<file path="config.mk">
export PLATFORM = sky130hd
export DESIGN_NAME = emmc_resp_rx
export DESIGN_NICKNAME = d
export VERILOG_FILES = /design/src/rtl/jedec_p.sv /design/src/rtl/emmc_crc7.sv /design/src/rtl/emmc_resp_rx.sv
export SDC_FILE = /design/constraint.sdc
export NUM_CORES = 1
export LEC_CHECK = 0
export ABC_CLOCK_PERIOD_IN_PS = 4000
export BUFFER_PORTS_ARGS = -buffer_cell sky130_fd_sc_hd__buf_2
export CAP_MARGIN = 0
export CELL_PAD_IN_SITES_DETAIL_PLACEMENT = 2
export CELL_PAD_IN_SITES_GLOBAL_PLACEMENT = 2
export CORE_MARGIN = 2
export CORE_UTILIZATION = 30
export CTS_CLUSTER_SIZE = 30
export DETAILED_ROUTE_END_ITERATION = 10
export PLACE_DENSITY = 0.7
export SLEW_MARGIN = 15
export SYNTH_ARGS = -nofsm -noshare
export SYNTH_HDL_FRONTEND = slang
export SYNTH_HIERARCHICAL = 1
export SYNTH_SLANG_ARGS = --single-unit
</file>
<file path="constraint.sdc">
create_clock -name clk_i -period 4 [get_ports clk_i]
set_input_delay 0.4 -clock clk_i [delete_from_list [all_inputs] [get_ports clk_i]]
set_output_delay 0.4 -clock clk_i [all_outputs]
set_load 0.03 [all_outputs]
</file>
<file path="src/rtl/jedec_p.sv">
// Shared eMMC/JEDEC protocol definitions: response kinds, frame lengths,
// CRC7 polynomial and default response-timeout budget.
package jedec_p;

  localparam int         FULL_RESPONSE_WIDTH = 128;
  localparam int         R48_FRAME_LEN       = 48;
  localparam int         R136_FRAME_LEN      = 136;
  localparam logic [6:0] CRC7_POLY           = 7'h09;  // x^7 + x^3 + 1
  localparam int         NCR_MAX_DEFAULT     = 64;

  // Response frame kinds expected on the CMD line.
  typedef enum logic [1:0] {
    RESP_NONE      = 2'd0,
    RESP_R48       = 2'd1,  // R1 / R1b
    RESP_R48_NOCRC = 2'd2,  // R3
    RESP_R136      = 2'd3   // R2
  } resp_type_t;

  // Bit-counter value of the final (end) bit of a frame; the start bit is count 0.
  function automatic logic [7:0] last_bit_cnt(input resp_type_t t);
    return (t == RESP_R136) ? 8'(R136_FRAME_LEN - 1) : 8'(R48_FRAME_LEN - 1);
  endfunction

endpackage

</file>
<file path="src/rtl/emmc_crc7.sv">
// Serial CRC7 (x^7 + x^3 + 1), MSB-first. Shared by the CMD transmitter and
// the response receiver. clr_i has priority over en_i.
module emmc_crc7
  import jedec_p::*;
(
  input  logic       clk_i,
  input  logic       rst_ni,
  input  logic       clr_i,
  input  logic       en_i,
  input  logic       din_i,
  output logic [6:0] crc_o
);

  logic fb;
  assign fb = din_i ^ crc_o[6];

  // LFSR update: shift left, fold in the polynomial when the feedback bit is set.
  always_ff @(posedge clk_i or negedge rst_ni) begin
    // NOTE: registers use non-blocking assignments so every flop samples pre-edge values.
    if (!rst_ni) begin
      crc_o <= '0;
    end else if (clr_i) begin
      crc_o <= '0;
    end else if (en_i) begin
      crc_o <= {crc_o[5:0], 1'b0} ^ (fb ? CRC7_POLY : 7'h00);
    end
  end

endmodule

</file>
<file path="src/rtl/emmc_resp_rx.sv">
// eMMC CMD-line response receiver. Armed after a command's end bit, hunts for
// the response start bit, deserialises R1/R1b, R3 or R2 frames, checks frame
// bits and CRC7, and presents a parallel response word.
// Optional build macro: EMMC_RESP_IDX_CHECK_EN -- when defined, an R48 response
// whose index differs from the expected command index raises frame_err_o.
module emmc_resp_rx
  import jedec_p::*;
#(
  parameter int NCR_MAX = NCR_MAX_DEFAULT,
  parameter int RESP_W  = FULL_RESPONSE_WIDTH
) (
  input  logic              clk_i,
  input  logic              rst_ni,
  input  logic              bit_en_i,
  input  logic              cmd_i,
  input  logic              arm_i,
  input  resp_type_t        resp_type_i,
  input  logic [5:0]        exp_idx_i,
  output logic              busy_o,
  output logic              resp_valid_o,
  output logic [5:0]        resp_idx_o,
  output logic [RESP_W-1:0] resp_data_o,
  output logic              crc_err_o,
  output logic              frame_err_o,
  output logic              timeout_o
);

  localparam int NCR_W = $clog2(NCR_MAX + 1);

  typedef enum logic [1:0] {S_IDLE, S_WAIT_START, S_RECV, S_DONE} state_t;

  state_t           state_q;
  resp_type_t       type_q;
  logic [NCR_W-1:0] ncr_q;
  logic [7:0]       bit_cnt_q;
  logic [133:0]     sr_q;

  logic [134:0] full;   // frame bits so far, including the bit on cmd_i now
  logic         is_r136;
  logic [7:0]   last_cnt;
  logic         arm_accept;
  logic         last_bit;
  logic         crc_clr;
  logic         crc_en;
  logic         idx_err;
  logic [6:0]   crc_q;
  logic [5:0]   rx_idx;
  logic         rx_frame_err;
  logic         rx_crc_err;
  logic [127:0] rx_data;

  assign full       = {sr_q, cmd_i};
  assign is_r136    = (type_q == RESP_R136);
  assign last_cnt   = last_bit_cnt(type_q);
  assign last_bit   = (bit_cnt_q == last_cnt);
  assign arm_accept = (state_q == S_IDLE) && bit_en_i && arm_i && (resp_type_i != RESP_NONE);
  assign crc_clr    = (state_q == S_WAIT_START) && bit_en_i && !cmd_i;
  // CRC covers frame bit positions 47..8 (R48) or 127..8 (R136, header excluded).
  assign crc_en     = (state_q == S_RECV) && bit_en_i &&
                      (bit_cnt_q >= (is_r136 ? 8'd8 : 8'd1)) &&
                      (bit_cnt_q <= last_cnt - 8'd8);

  emmc_crc7 u_crc7 (
    .clk_i  (clk_i),
    .rst_ni (rst_ni),
    .clr_i  (crc_clr),
    .en_i   (crc_en),
    .din_i  (cmd_i),
    .crc_o  (crc_q)
  );

`ifdef EMMC_RESP_IDX_CHECK_EN
  logic [5:0] exp_idx_q;

  // Capture the expected command index when a response is armed.
  always_ff @(posedge clk_i or negedge rst_ni) begin
    if (!rst_ni) begin
      exp_idx_q <= '0;
    end else if (arm_accept) begin
      exp_idx_q <= exp_idx_i;
    end
  end

  assign idx_err = (type_q == RESP_R48) && (rx_idx != exp_idx_q);
`else
  logic unused_exp_idx;
  assign unused_exp_idx = ^exp_idx_i;
  assign idx_err        = 1'b0;
`endif

  // Evaluate the completed frame as the end bit arrives on cmd_i.
  always_comb begin
    // NOTE: every output of this block gets a default first so no latch is inferred.
    rx_idx       = is_r136 ? full[133:128] : full[45:40];
    rx_frame_err = (is_r136 ? full[134] : full[46]) | ~full[0];
    rx_crc_err   = 1'b0;
    rx_data      = is_r136 ? {full[127:1], 1'b0} : {96'b0, full[39:8]};
    if ((type_q != RESP_R48) && (rx_idx != 6'h3F)) begin
      rx_frame_err = 1'b1;
    end
    if (type_q == RESP_R48_NOCRC) begin
      if (full[7:1] != 7'h7F) begin
        rx_frame_err = 1'b1;
      end
    end else begin
      rx_crc_err = (full[7:1] != crc_q);
    end
    rx_frame_err = rx_frame_err | idx_err;
  end

  // Receiver FSM with registered result outputs.
  always_ff @(posedge clk_i or negedge rst_ni) begin
    if (!rst_ni) begin
      state_q      <= S_IDLE;
      type_q       <= RESP_NONE;
      ncr_q        <= '0;
      bit_cnt_q    <= '0;
      sr_q         <= '0;
      busy_o       <= 1'b0;
      resp_valid_o <= 1'b0;
      resp_idx_o   <= '0;
      resp_data_o  <= '0;
      crc_err_o    <= 1'b0;
      frame_err_o  <= 1'b0;
      timeout_o    <= 1'b0;
    end else begin
      case (state_q)
        S_IDLE: begin
          resp_valid_o <= 1'b0;
          if (arm_accept) begin
            state_q     <= S_WAIT_START;
            type_q      <= resp_type_i;
            ncr_q       <= '0;
            busy_o      <= 1'b1;
            resp_idx_o  <= '0;
            resp_data_o <= '0;
            crc_err_o   <= 1'b0;
            frame_err_o <= 1'b0;
            timeout_o   <= 1'b0;
          end
        end
        S_WAIT_START: begin
          if (bit_en_i) begin
            if (!cmd_i) begin
              state_q   <= S_RECV;
              bit_cnt_q <= 8'd1;
              sr_q      <= '0;
            end else if (ncr_q == NCR_W'(NCR_MAX - 1)) begin
              state_q      <= S_DONE;
              busy_o       <= 1'b0;
              resp_valid_o <= 1'b1;
              timeout_o    <= 1'b1;
              resp_data_o  <= '0;
            end else begin
              ncr_q <= ncr_q + 1'b1;
            end
          end
        end
        S_RECV: begin
          if (bit_en_i) begin
            sr_q <= full[133:0];
            if (bit_cnt_q != 8'hFF) begin
              bit_cnt_q <= bit_cnt_q + 8'd1;
            end
            if (last_bit) begin
              state_q      <= S_DONE;
              busy_o       <= 1'b0;
              resp_valid_o <= 1'b1;
              resp_idx_o   <= rx_idx;
              resp_data_o  <= RESP_W'(rx_data);
              crc_err_o    <= rx_crc_err;
              frame_err_o  <= rx_frame_err;
            end
          end
        end
        S_DONE: begin
          resp_valid_o <= 1'b0;
          state_q      <= S_IDLE;
        end
        default: state_q <= S_IDLE;
      endcase
    end
  end

endmodule

</file>
Yosys cells after proc, flatten, opt, wreduce, memory -nomap -nowiden:

Cells that the tools add are included.

* register bits: 299
* output and inout port bits: 139
* logic and storage cells: 136

* equal/unequal tests: 22
* bitwise logic cells: 4
* multiplexer cells: 65
* order comparisons: 2
* $add $sub $neg: 3
* reduce and logical (&&, ||, !) cells: 27

Operators with widths (count)
* 2-to-1 mux 128 bit: 7
* 2-to-1 mux 134 bit: 3
* case mux 128 bit (3 select lines): 1
* case mux 134 bit (2 select lines): 1
* 2-to-1 mux 7 bit: 6
* 2-to-1 mux 8 bit: 5
* AND reduction 5 bit: 5
* 2-to-1 mux 6 bit: 4
* 2-to-1 mux 1 bit: 21
* case mux 8 bit (2 select lines): 1
* != test 2 bit (second input constant): 7
* case mux 7 bit (2 select lines): 1
* 2-to-1 mux 2 bit: 6
* case mux 6 bit (2 select lines): 1
* nonzero test 2 bit: 5
* logical AND 1 bit: 9
* adder 8 x 1 -> 8 bit (second input constant): 1
* equality test 2 bit (second input constant): 4
* equality test 8 bit: 1
* >= comparator 8 x 4 -> 1 bit: 1
* <= comparator 8 bit: 1
* 2-to-1 mux 4 bit: 2
* != test 8 bit (second input constant): 1
* case mux 2 bit (4 select lines): 1
* other kinds (22): 28

Logic depth before layout (Yosys ltp):

Gate-level depths: netlist of run 1.

* depth after elaboration: 10
* depth in mapped cells: 13
* mapped depth without buffers: 10

Hierarchy:

The synthesis of run 1 kept the hierarchy.

By module, submodules not included
* emmc_resp_rx: instances 1, cells an instance 1079, seq. area each 7307.0 µm², area each 12497.0 µm²
* emmc_crc7: instances 1, cells an instance 28, seq. area each 175.2 µm², area each 307.8 µm²

Worst setup path after synthesis of run 1:

OpenSTA, ideal clock, no wires.

* kind: register to register
* from: register type_q[0]
* to: register resp_data_o[29]
* setup time: 0.128 ns
* stages on the path, launching flop included: 12
* arrival: 2.922 ns
* slack: 0.950 ns
* clock period less this slack: 3.050 ns
* data required time: 3.872 ns
* path through: dfrtp_1 > clkbuf_1 > and2_1 > inv_1 > clkbuf_1 > ha_1 > nor3_2 > a31oi_1 > a2111oi_4 > buf_4 > buf_6 > mux2_1

* cells in the longest elaborated chain, start to end: 5
* elaborated cells between the ends (all ways): 9
* classes of those cells: 3 x eq/ne; 5 x mux; 1 x reduce/logical

Ends and longest elaborated chain
* start, declared: RTL line emmc_resp_rx.sv:33 `resp_type_t type_q;`
* start signal, assigned: RTL line emmc_resp_rx.sv:132 `type_q <= resp_type_i;`
* equality test 2 bit *: RTL line jedec_p.sv:21, emmc_resp_rx.sv:53
* 2-to-1 mux 8 bit or 2-to-1 mux 128 bit (tied branches): RTL line jedec_p.sv:21, emmc_resp_rx.sv:97
* equality test 8 bit or 2-to-1 mux 128 bit (tied branches): RTL line emmc_resp_rx.sv:55, emmc_resp_rx.sv:165
* != test 2 bit (no line) or 2-to-1 mux 128 bit (tied branches)
* AND reduction 7 bit (no line) or case mux 128 bit (3 select lines) (tied branches)
* end signal, assigned: RTL line emmc_resp_rx.sv:170 `resp_data_o <= RESP_W'(rx_data);`
* end, declared: RTL line emmc_resp_rx.sv:22 `output logic [RESP_W-1:0] resp_data_o,`

Every way passes the cells marked *; elsewhere a longest branch is shown, timed or not. The select of a mux whose other input is x is not followed.
A chain may end at the register's enable or synchronous reset.

Final worst setup path of run 1:

* from: register type_q[0]
* to: register resp_data_o[99]

Same word-level chain as after synthesis.

==> run summary, run 1 <==
The number of fill cells is 4387. The uppermost layer routed is met4. The global-route wire length before repair is 56440 um. The worst hold path belongs to the class input pin to asynchronous set/reset pin. The H-tree depth came out at 2. The die is 210.6 um wide. The number of remaining DRC errors came out at 0.

The clock insertion delay at the later pin of the skew report is 0.54 ns. The number of different library cells used by synthesis comes to 54. The clock slew at the register clock pins of the worst setup and hold paths came out at 0.06 ns. The DRC violation total after the first TritonRoute iteration is 456. The initial cell density of the core is 30.46%. The upper clock frequency limit is 312.9 MHz. Synthesis produced a netlist with a net count of 1130. Once detail routing completed, the nets flagged for antenna violations numbered 0. The net count of the finished layout is 1258. The worst hold slack across all endpoints came out at -0.008423 ns. The clock arrives with 0.01715 ns of skew. The leakage power of the design is 7.197 nW. Summed over all layers, the global routing overflow is 0. The post-detailed-route via-to-cell ratio came out at 4.937.

The count of yosys warnings during synthesis is 6. The clock sink total came out at 299. The final estimated routing congestion in global placement is 0.7402. Port buffering added 145 buffers. The startpoint kind of the worst setup timing path is a flop. The cts-stage hold buffer count is 0. The area of the mapped netlist is 12800 um^2. The total count of hold-check failures in the final report came out at 40. The number of antenna repair diodes came out at 0. The combined buffer and inverter count along the critical path is 2.

The initial antenna violation count came out at 0. The number of clock buffers added by TritonCTS is 36. The checks that failed: negative hold slack. Among all flip-flop cells after synthesis, the most frequent one is sky130_fd_sc_hd__dfrtp_1. The period utilization came out at 79.91%.

The area of the core came out at 42040 um^2. Setup repair after global routing left no endpoint under its margin. The largest driver fanout on the critical path came out at 81. The largest stage delay on the critical path is 0.60 ns. The capturing element type of the critical path is a flop. The post-synthesis average cell area came out at 11.57 um^2. The overall die area is 44350 um^2. The overall die height is 210.6 um. The final max-slew violation count is 0.

The number of top-level design ports is 152. Yosys mapped a number of flops with a built-in enable equal to 0. The worst vdd rail ir drop came out at 0.0005786 V. The number of gates resized after CTS was 0. The total wirelength of the detailed-routed design is 33560 um.

The via count of the first global-routing pass is 9914. The flow ran to the end, but the final reports show violations. The number of optimization iterations in the first detailed-route pass came out at 4. Summing all flip-flop and latch instances after layout gives 7482 um^2. The met3 wirelength from detailed routing is 1170 um.

The shortest clock period the worst path allows after layout is 3.196 ns. Once the clock tree was built, the setup fixing pass inserted 0 buffers. The pin count of the biggest net entering global routing came out at 118.

Clock tree synthesis selected as its root buffer the cell sky130_fd_sc_hd__clkbuf_16. The worst endpoint required time came out at 4.44 ns. The cell count after synthesis came out at 1107. The final sum of negative setup slack came out at 0 ns.

The number of synthesized register bits is 299. Of the synthesized area, sequential elements account for 58.43%. The ratio of cells with drive above 1 in the final layout is 19.94%. The multi-input logic area came out at 4621 um^2. The area added between synthesis and finish is 19.29%. The number of cells traversed by the worst register-to-register path came out at 8. The logic depth of the worst path, buffers included is 8. The detailed-routed wire length on met2 is 15920 um.

Across all layers, the routed design uses 8877 vias. The routed metal-1 wirelength came out at 15910 um. The relative slew slack came out at 34.69%. The final standard cell utilization of the core came out at 36.33%.

The initialized floorplan defines 75 standard-cell rows. The arrival time of the worst setup path is 3.64 ns. The share of synthesized flip-flops with an asynchronous set or reset came out at 100.0%. The final setup violation count is 0. The average wire per cell in the routed design came out at 18.66 um. The master of the slowest instance on the critical path is sky130_fd_sc_hd__dfrtp_1. Traced cell by cell, the critical path runs through and2_1, inv_1, ha_1, nor3_2, a31oi_1, a2111oi_4, buf_12, mux2i_1. The cell area power density came out at 592.9 nW/um^2. The CTS tree is done. The kind of critical path is flop to flop. The kind of cell adding the most delay to the critical path is compound AO/OA/AOI/OAI gates.

The number of max-cap violations is 0. The HPWL after detailed placement is 20800 um. The maximum number of buffers from clock root to sink came out at 3.

The all-layer global routing usage is 15.82%. The actual slew at the worst max-slew pin is 0.9722 ns.
## cell type report
class | count | area share [%]
tap | 539 | 4.415
sequential | 299 | 48.98
timing repair buffer | 162 | 6.144
clock inverter | 12 | 0.8109
inverter | 104 | 2.556
multi-input combinational | 632 | 30.25
clock buffer | 50 | 6.840
## sequential cells by signal, indices dropped and copies added, names as in the netlist, 2 cells and up
signal        flops
state_q           2
bit_cnt_q         8
u_crc7/crc_o      7
type_q            2
resp_idx_o        6
sr_q            134
resp_data_o     128
ncr_q             7
## placed cells by master (no fill, tap or decap), types with 2 or more instances in the layout
cell type                   Yosys  routed
sky130_fd_sc_hd__nor3_2         2       2
sky130_fd_sc_hd__bufinv_16      0       2
sky130_fd_sc_hd__and3_1         3       2
sky130_fd_sc_hd__clkinv_2       0       6
sky130_fd_sc_hd__inv_6          0       2
sky130_fd_sc_hd__a31oi_1        2       2
sky130_fd_sc_hd__mux2_2        24      24
sky130_fd_sc_hd__nor2_1        22      22
sky130_fd_sc_hd__o41ai_1        2       2
sky130_fd_sc_hd__buf_2          2     144
sky130_fd_sc_hd__nor3_1         6       6
sky130_fd_sc_hd__ha_1          10       9
sky130_fd_sc_hd__clkbuf_1      46       6
sky130_fd_sc_hd__o211ai_1       3       3
sky130_fd_sc_hd__xnor2_1       14      14
sky130_fd_sc_hd__dfrtp_1      299     299
sky130_fd_sc_hd__clkbuf_16      0      37
sky130_fd_sc_hd__buf_4         11      11
sky130_fd_sc_hd__mux2_1        13      13
sky130_fd_sc_hd__mux2i_1      109     109
sky130_fd_sc_hd__nand2_1      178     178
sky130_fd_sc_hd__or3_1          2       2
sky130_fd_sc_hd__buf_12         0       6
sky130_fd_sc_hd__inv_1        104     104
sky130_fd_sc_hd__nand2b_1       4       4
sky130_fd_sc_hd__nand3_1       12      12
sky130_fd_sc_hd__clkbuf_8       0       7
sky130_fd_sc_hd__a21boi_0      33      33
sky130_fd_sc_hd__a22o_1       137     137
sky130_fd_sc_hd__and2_1         2       2
sky130_fd_sc_hd__nor4_1         5       5
sky130_fd_sc_hd__nand4_1        5       5
sky130_fd_sc_hd__a21oi_1        7       6
sky130_fd_sc_hd__o21ai_0        4       4
sky130_fd_sc_hd__nand4b_1       3       3
sky130_fd_sc_hd__o2bb2ai_1      8       8
## cell families (layout without fill, tap and decap cells)
family / Yosys count / after routing / share of synthesized area [%]
muxes: 146 / 146 / 11.77
adders and majority gates: 10 / 10 / 0.9771
DFF: 299 / 299 / 58.43
and+or+nand+nor: 250 / 250 / 8.306
xor gates and xnor gates: 14 / 14 / 0.9576
AOI/OAI and AO/OA: 212 / 212 / 13.88
buffers and inverters: 176 / 328 / 5.677
## per-stage QoR
step / area, um^2 / worst slack [ns] / instances / power [mW] / hold WS, ns
floorplan: 12800 / 0.9504 / 1107 / 5.265 / 0.1044
global placement: 14110 / 0.8920 / 1736 / 5.850 / 0.4659
detailed placement: 14110 / 0.8250 / 1736 / 5.908 / 0.4737
CTS: 15270 / 0.7992 / 1798 / 9.248 / 0.0003098
global route: 15270 / 0.5955 / 1798 / 9.551 / 0.03757
finish: 15270 / 0.8038 / 1798 / 9.057 / -0.008423
## worst register-to-register path, cell delays in order (launching register included)
cell and delay, ns:
sky130_fd_sc_hd__dfrtp_1 0.60, sky130_fd_sc_hd__and2_1 0.22, sky130_fd_sc_hd__inv_1 0.07, sky130_fd_sc_hd__ha_1 0.34, sky130_fd_sc_hd__nor3_2 0.28, sky130_fd_sc_hd__a31oi_1 0.21, sky130_fd_sc_hd__a2111oi_4 0.51, sky130_fd_sc_hd__buf_12 0.47
sky130_fd_sc_hd__mux2i_1 0.41
## per-layer routing
| layer | global-route usage (%) | vias up |
|---|---|---|
| met5 | 0 | - |
| li1 | - | 4054 |
| met2 | 25.48 | 132 |
| met4 | 4.225 | 0 |
| met3 | 3.099 | 44 |
| met1 | 21.82 | 4647 |
## power breakdown
| part | internal (mW) | switching [mW] | leakage [nW] |
|---|---|---|---|
| Combinational | 0.893 | 1.60 | 2.48 |
| Sequential | 3.15 | 0.156 | 4.14 |
| Clock | 1.95 | 1.31 | 0.578 |
## synth_stat cells (4+ instances only)
master | n | share of area, %
sky130_fd_sc_hd__mux2_2 | 24 | 2.1
sky130_fd_sc_hd__nand3_1 | 12 | 0.47
sky130_fd_sc_hd__nand2_1 | 178 | 5.2
sky130_fd_sc_hd__buf_1 | 10 | 0.29
sky130_fd_sc_hd__o2bb2ai_1 | 8 | 0.55
sky130_fd_sc_hd__nor3_1 | 6 | 0.23
sky130_fd_sc_hd__o21ai_0 | 4 | 0.16
sky130_fd_sc_hd__buf_4 | 11 | 0.64
sky130_fd_sc_hd__mux2i_1 | 109 | 8.5
sky130_fd_sc_hd__a22o_1 | 137 | 9.4
sky130_fd_sc_hd__a21boi_0 | 33 | 1.9
sky130_fd_sc_hd__dfrtp_1 | 299 | 58
sky130_fd_sc_hd__a21oi_1 | 7 | 0.27
sky130_fd_sc_hd__nand2b_1 | 4 | 0.20
sky130_fd_sc_hd__mux2_1 | 13 | 1.1
sky130_fd_sc_hd__xnor2_1 | 14 | 0.96
sky130_fd_sc_hd__nand4_1 | 5 | 0.24
sky130_fd_sc_hd__inv_1 | 104 | 3.0
sky130_fd_sc_hd__ha_1 | 10 | 0.98
sky130_fd_sc_hd__nor2_1 | 22 | 0.64
sky130_fd_sc_hd__nor4_1 | 5 | 0.24
sky130_fd_sc_hd__clkbuf_1 | 46 | 1.3
## path summary, 6_finish.rpt
kind | start | slack [ns] | endpoint
hold reg to reg | resp_data_o[25] | 0.49 | resp_data_o[25]
min in group clk_i | resp_type_i[0] | 0.16 | type_q[0]
setup / recovery | type_q[0] | 0.80 | resp_data_o[99]
setup reg to reg | type_q[0] | 0.80 | resp_data_o[99]
max in group asynchronous | rst_ni | 2.95 | resp_data_o[75]
hold / removal | rst_ni | -0.008 | resp_data_o[21]
(Power assumes the default switching activity.)
==> run 2: changes to the inputs <==
ABC_CLOCK_PERIOD_IN_PS = 2640   (was 4000)
PLACE_DENSITY = 0.72   (was 0.7)
clock period = 2.64 ns   (was 4 ns; I/O delays follow)
==> run summary, run 2 (synthesis results as in run 1) <==
The worst vdd rail ir drop is 0.0005489 V (-5.1%). Among all stages on the critical path, the largest delay is contributed by sky130_fd_sc_hd__mux2_2. The library cell used most frequently in the layout, excluding fill and tap cells, is sky130_fd_sc_hd__dfrtp_1. The worst setup path is launched from a flop. The relative slew slack is 50.83% (+16 points). The total wirelength of the detailed-routed design came out at 35650 um (+6.2%). The final max-slew violation count came out at 0 (unchanged). The worst endpoint required time is 3.05 ns (-1.39 ns).

The register area came out at 7482 um^2 (unchanged). The area of the core came out at 42040 um^2 (unchanged). The leakage power of the design is 7.346 nW (+2.1%). The largest registers in the layout are sr_q: 134 flops, resp_data_o: 128 flops, bit_cnt_q: 8 flops. The pin count of the biggest net entering global routing came out at 83 (-30%). Grouping stages by cell kind, the critical path spends the most delay in compound AO/OA/AOI/OAI gates. The via count of the first global-routing pass came to 10100 (+1.9%). The worst hold slack across all endpoints is 0.2044 ns (+0.2128 ns). The post-detailed-route via-to-cell ratio is 4.923 (-0.29%). The clock insertion delay at the later pin of the skew report was 0.54 ns (about the same). The number of fill cells is 4421 (+0.78%). The actual slew at the worst max-slew pin is 0.7320 ns (-0.2403 ns). The worst setup path is of the flop to flop kind. The H-tree depth came out at 2 (unchanged).

TritonCTS built the clock tree. The global-route wire length before repair is 58390 um (+3.5%). The register bank with the most flops is sr_q.

The multi-input logic area was 4636 um^2 (+0.33%). The overall die area is 44350 um^2 (unchanged). The final setup violation count was 0 (unchanged). The DRC violation total after the first TritonRoute iteration came out at 345 (-24%). The largest driver fanout on the critical path is 23 (-72%). The initial antenna violation count was 3 (+3). The cell at the root of the clock tree is sky130_fd_sc_hd__clkbuf_16. The net count of the finished layout is 1280 (+1.7%). The area added between synthesis and finish came out at 21.89%. The count of input and output buffers came out at 145 (unchanged). The all-layer global routing usage came out at 16.33% (+0.51 points).

The flow ran to the end, and the final reports show no timing, DRC or antenna violations. The number of top-level design ports came out at 152 (unchanged). The number of optimization iterations in the first detailed-route pass is 4 (unchanged). The final estimated routing congestion in global placement came out at 0.7505 (+1.4%).

The average wire per cell in the routed design was 19.54 um (+4.7%). The flip-flop count of the largest register after layout is 134 (unchanged). The upper clock frequency limit was 398.1 MHz (+27%).

The largest stage delay on the critical path came to 0.36 ns (-0.24 ns). The total count of hold-check failures in the final report came out at 0 (-100%). The combined buffer and inverter count along the critical path came to 3 (+1). The total power consumption of the routed design was 14.30 mW (+58%).

The number of placement rows is 75 (unchanged). The post-detailed-route count of antenna-violating nets came to 0 (unchanged). The initial cell density of the core is 30.46% (unchanged). The arrival time of the worst setup path was 2.93 ns (-0.71 ns). The number of max-cap violations is 0 (unchanged). Traced cell by cell, the critical path runs through and2_4, inv_2, ha_1, nor3_4, a31oi_2, a2111oi_4, buf_6, clkbuf_16, mux2_2. The post-detailed-placement half-perimeter wirelength came out at 22450 um (+7.9%). The cell area power density came to 916.2 nW/um^2 (+55%). The ratio of cells with drive above 1 in the final layout came out at 21.22% (+1.3 points). The met3 global-route usage came to 3.084% (-0.015 points). The met2 routing resource usage after global routing came out at 27.10% (+1.6 points). The clock skew came to 0.01641 ns (-0.0007473 ns). The total congestion overflow after global routing came out at 0 (unchanged). The shortest clock period the worst path allows after layout came to 2.512 ns (-0.6840 ns).

The count of vias placed by the detailed router is 8979 (+1.1%). The clock slew at the register clock pins of the worst setup and hold paths came out at 0.06 ns (about the same). The met1 track utilization from global routing came out at 22.08% (+0.27 points). The capturing element type of the critical path is a flop. The number of remaining DRC errors came to 0 (unchanged). The overall die height is 210.6 um (unchanged). The horizontal extent of the die came to 210.6 um (unchanged). The min-delay analysis places its worst path in the category input pin to flop. The number of CTS-inserted buffers came to 35 (-2.8%). The clock sink total is 299 (unchanged). The maximum number of buffers from clock root to sink is 3 (unchanged). The period utilization is 95.16% (+15 points).

The layer with the highest usage is met2. Leaving out fill and tap cells, the most frequent cells in the layout are 299 x sky130_fd_sc_hd__dfrtp_1, 178 x sky130_fd_sc_hd__nand2_1, 144 x sky130_fd_sc_hd__buf_2.
## run 2: stage by stage
step	cells	area, um^2	TNS, ns	util, %	setup slack, ns
2_1_floorplan	1107	12820	0	-	0.1081
6_report	1824	15610	0	37.13	0.1278
5_1_grt	1823	15610	-0.1534	37.12	-0.03137
4_1_cts	1816	15500	-0.04630	36.88	-0.01047
3_3_place_gp	1750	14280	0	33.97	0.004485
3_5_place_dp	1750	14280	-0.3665	33.97	-0.04307
## run 2: worst register-to-register path: cells and delay by family, from the launching register on
family | cells | cell delay (ns)
DFF | 1 | 0.34
AOI/OAI and AO/OA | 2 | 0.49
and+or+nand+nor | 2 | 0.36
adders and majority gates | 1 | 0.34
buffers and inverters | 3 | 0.46
muxes | 1 | 0.40
## run 2: area by class of cell
cell class / count / area share, %
flip-flops and latches: 299 / 47.94
multi-input cells: 632 / 29.70
repair buffers: 185 / 8.137
clock buffers: 52 / 6.598
well taps: 539 / 4.321
inverters: 104 / 2.501
clock inverters: 10 / 0.7536
diodes: 3 / 0.04810
## run 2: routing by layer
metal | routed length (um) | share of wire [%]
met5 | 0 | 0
met4 | 643 | 1.8
met3 | 1319 | 3.7
met2 | 17320 | 49
met1 | 16370 | 46
## run 2: worst paths after layout
path / endpoint / cells past startpoint / start / slack, ns
max in group asynchronous: resp_data_o[82] / 3 / rst_ni / 1.40
worst max-delay path: resp_data_o[10] / 9 / type_q[0] / 0.13
worst min-delay path: sr_q[0] / 2 / cmd_i / 0.20
worst max register to register: resp_data_o[10] / 9 / type_q[0] / 0.13
worst min register to register: frame_err_o / 1 / frame_err_o / 0.49
min in group asynchronous: resp_data_o[7] / 2 / rst_ni / 0.29
## run 2: power by group
group | total, mW | switching (mW) | internal, mW
combinational | 4.46 | 2.65 | 1.80
clock | 4.86 | 2.03 | 2.83
sequential | 4.98 | 0.208 | 4.78
total | 14.3 | 4.90 | 9.40
## run 2: timing repair
item                                    CTS  global route
gates cloned                              1             2
gates resized for setup                   2            11
endpoints found under the hold margin    69             0
pin swaps                                 0             2
endpoints found under the setup margin   32           128
buffers inserted                          0             3
hold buffers                              3             0
==> run 3: changes to the inputs <==
CORE_ASPECT_RATIO = 1.5   (was not set)
SETUP_SLACK_MARGIN = 0.1   (was not set)
==> run summary, run 3 (synthesis results as in run 1) <==
The net count of the finished layout came out at 1297 (+1.3%). The overall die height came to 257.0 um (+22%). The total power consumption of the routed design was 14.54 mW (+1.7%). Traced cell by cell, the critical path runs through and2_4, inv_2, ha_2, nor3_4, a31oi_4, a2111oi_4, buf_6, buf_12, clkbuf_16, mux2_1.

The number of antenna repair diodes is 0 (-3). The proportion of power drawn by the clock network came out at 30.8% (-3.2 points). The post-detailed-route count of antenna-violating nets was 0 (unchanged). The worst setup slack after placement came out at 0.05166 ns (+0.09473 ns). The cell area power density is 919.3 nW/um^2 (+0.34%). The all-layer global routing usage came out at 15.90% (-0.43 points). The initial antenna violation count came out at 0 (-3). The total wirelength of the detailed-routed design was 35550 um (-0.29%). The startpoint kind of the worst setup timing path is a flop.

The number of optimization iterations in the first detailed-route pass came out at 4 (unchanged). The relative slew slack is 50.05% (-0.78 points). The clock skew is 0.01164 ns (-0.004765 ns).

The count of input and output buffers came out at 145 (unchanged). The switching power came out at 4.800 mW (-2.0%). The upper clock frequency limit came out at 401.9 MHz (+0.95%). The kind of critical path is flop to flop. The number of placement rows came out at 92 (+23%). The clock slew at the register clock pins of the worst setup and hold paths came to 0.06 ns (about the same). The worst vdd rail ir drop is 0.0005825 V (+6.1%). The slack of the worst reg-to-reg path is 0.15 ns (+0.02 ns). Setup repair after global routing could not meet its margin everywhere. The sequential cell fraction of total power came out at 34.3% (-0.5 points). The number of max-cap violations came out at 0 (unchanged).

The largest driver fanout on the critical path came out at 8 (-65%). The internal power came out at 9.742 mW (+3.6%). The area added between synthesis and finish is 23.53%.

The fraction of power consumed by combinational cells is 34.9% (+3.7 points). The ratio of cells with drive above 1 in the final layout came out at 22.28% (+1.1 points). The largest registers in the layout are sr_q: 134 flops, resp_data_o: 128 flops, bit_cnt_q: 8 flops. The global-route wire length before repair came to 57990 um (-0.69%). The cell total after placement came to 1784 (+1.9%). The final critical-path setup slack is 0.1515 ns (+0.02373 ns). The start point of the critical path is type_q[0]. The startpoint identified for the worst hold timing path is cmd_i. The overall die area is 44390 um^2 (about the same). The worst setup path is captured at a flop. Leaving out fill and tap cells, the most frequent cells in the layout are 299 x sky130_fd_sc_hd__dfrtp_1, 178 x sky130_fd_sc_hd__nand2_1, 144 x sky130_fd_sc_hd__buf_2.

The number of remaining DRC errors came out at 0 (unchanged). Clock tree synthesis selected as its root buffer the cell sky130_fd_sc_hd__clkbuf_16. The horizontal extent of the die came out at 172.7 um (-18%).

The final setup violation count is 0 (unchanged). The maximum number of buffers from clock root to sink came to 3 (unchanged). The DRC violation total after the first TritonRoute iteration is 506 (+47%). The number of fill cells is 4467 (+1.0%).

The area of the core came out at 42130 um^2 (+0.21%). The total count of hold-check failures in the final report came out at 0 (unchanged). The total congestion overflow after global routing came out at 0 (unchanged).

The H-tree depth is 1 (-1). The final estimated routing congestion in global placement was 0.7700 (+2.6%). The startpoint of the worst-slack reg-to-reg timing path is type_q[0]. The switching share of total power came out at 33.01% (-1.2 points).

The leakage power of the design was 7.446 nW (+1.4%). The post-detailed-placement half-perimeter wirelength was 22700 um (+1.1%). The number of CTS-inserted buffers is 30 (-14%).

The run finished with clean final reports. The post-detailed-route via-to-cell ratio was 4.893 (-0.60%). The shortest clock period the worst path allows after layout came out at 2.488 ns (-0.02373 ns). TritonCTS built the clock tree. The count of non-filler cells in the finished layout came out at 1861 (+2.0%).

The arrival time of the worst setup path came out at 2.93 ns (about the same). Leaving out fill and tap cells, the most frequent cell in the layout is sky130_fd_sc_hd__dfrtp_1. The clock sink total came out at 299 (unchanged). The actual slew at the worst max-slew pin is 0.7396 ns (+0.007584 ns). The path class of the tightest hold or removal check is input pin to flop.

The master of the slowest instance on the critical path is sky130_fd_sc_hd__dfrtp_1. The largest stage delay on the critical path came out at 0.39 ns (+0.03 ns). The count of vias placed by the detailed router came to 9106 (+1.4%).

The final sum of negative setup slack is 0 ns (unchanged). The worst endpoint required time came to 3.08 ns (+0.03 ns). The final standard cell utilization of the core came out at 37.54% (+0.42 points). The register bank with the most flops is sr_q.

The period utilization is 94.26% (-0.90 points). The flip-flop count of the largest register after layout came out at 134 (unchanged). The via count of the first global-routing pass is 10150 (+0.53%). The average wire per cell in the routed design is 19.10 um (-2.3%). The clock insertion delay at the later pin of the skew report came to 0.56 ns (+0.02 ns). The pin count of the biggest net entering global routing is 71 (-14%).

The initial cell density of the core came out at 30.39% (-0.065 points). The final max-slew violation count came out at 0 (unchanged). The number of top-level design ports came out at 152 (unchanged).
==> run 3: cell types whose count changed in the layout (fill, tap and decap cells not counted), moves of 2 or more <==
cell	before	now
sky130_fd_sc_hd__buf_4	20	35
sky130_fd_sc_hd__buf_12	9	12
sky130_fd_sc_hd__diode_2	3	0
sky130_fd_sc_hd__buf_16	3	5
sky130_fd_sc_hd__buf_8	3	1
sky130_fd_sc_hd__bufinv_16	1	3
sky130_fd_sc_hd__clkinv_8	2	0
==> run 3: layout make-up <==
| type | instances | area, um^2 | share of cell area, % |
|---|---|---|---|
| Multi-Input combinational cell | 632 | 4652 | 29.41 |
| Inverter | 104 | 390.4 | 2.468 |
| Clock inverter | 8 | 117.6 | 0.7436 |
| Tap cell | 564 | 705.7 | 4.461 |
| Sequential cell | 299 | 7482 | 47.30 |
| Timing Repair Buffer | 207 | 1554 | 9.824 |
| Clock buffer | 47 | 915.9 | 5.790 |
==> run 3: worst max-delay path, delay by kind of cell (launching register included) <==
family | cells | cell delay (ns)
adders and majority gates | 1 | 0.31
and+or+nand+nor | 2 | 0.46
AOI/OAI and AO/OA | 2 | 0.36
buffers and inverters | 4 | 0.54
DFF | 1 | 0.39
muxes | 1 | 0.32
==> run 3: power by group through the flow <==
stage | registers [mW] | clock network (mW) | logic (mW)
floorplan | 5.06 | 0 | 2.94
global placement | 5.06 | 0 | 4.12
detailed placement | 5.07 | 0 | 4.21
CTS | 4.99 | 4.65 | 4.44
global route | 5.03 | 4.79 | 5.46
finish | 4.99 | 4.47 | 5.08
==> run 3: timing repair <==
item                                   in CTS  in global routing
gates cloned                                1                  5
resized for setup                           5                  7
hold buffers                                3                  0
setup endpoints to repair                  64                116
buffers inserted                            2                 11
endpoints found under the hold margin      63                  0
pin swaps                                   1                  3
==> run 3: final timing paths <==
path | to | cells after the start
max | resp_data_o[25] | 10
min | sr_q[0] | 3
max reg2reg | resp_data_o[25] | 10
min reg2reg | resp_data_o[26] | 1
max in group asynchronous | resp_data_o[59] | 3
min in group asynchronous | resp_data_o[8] | 2
==> run 3: per-stage QoR <==
stage	area (um^2)	hold WS, ns
2_1_floorplan	12820	-0.03159
3_3_place_gp	14420	0.2654
3_5_place_dp	14420	0.2680
4_1_cts	15560	0.1428
5_1_grt	15820	0.1827
6_report	15820	0.1698
==> run 3: routing by layer <==
layer | GRT usage, % | wire (um) | vias up
met5 | 0 | 0 | -
met4 | 4.449 | 762 | 0
met3 | 2.305 | 1136 | 46
met2 | 28.85 | 18760 | 118
met1 | 19.61 | 14890 | 4801
li1 | - | - | 4141
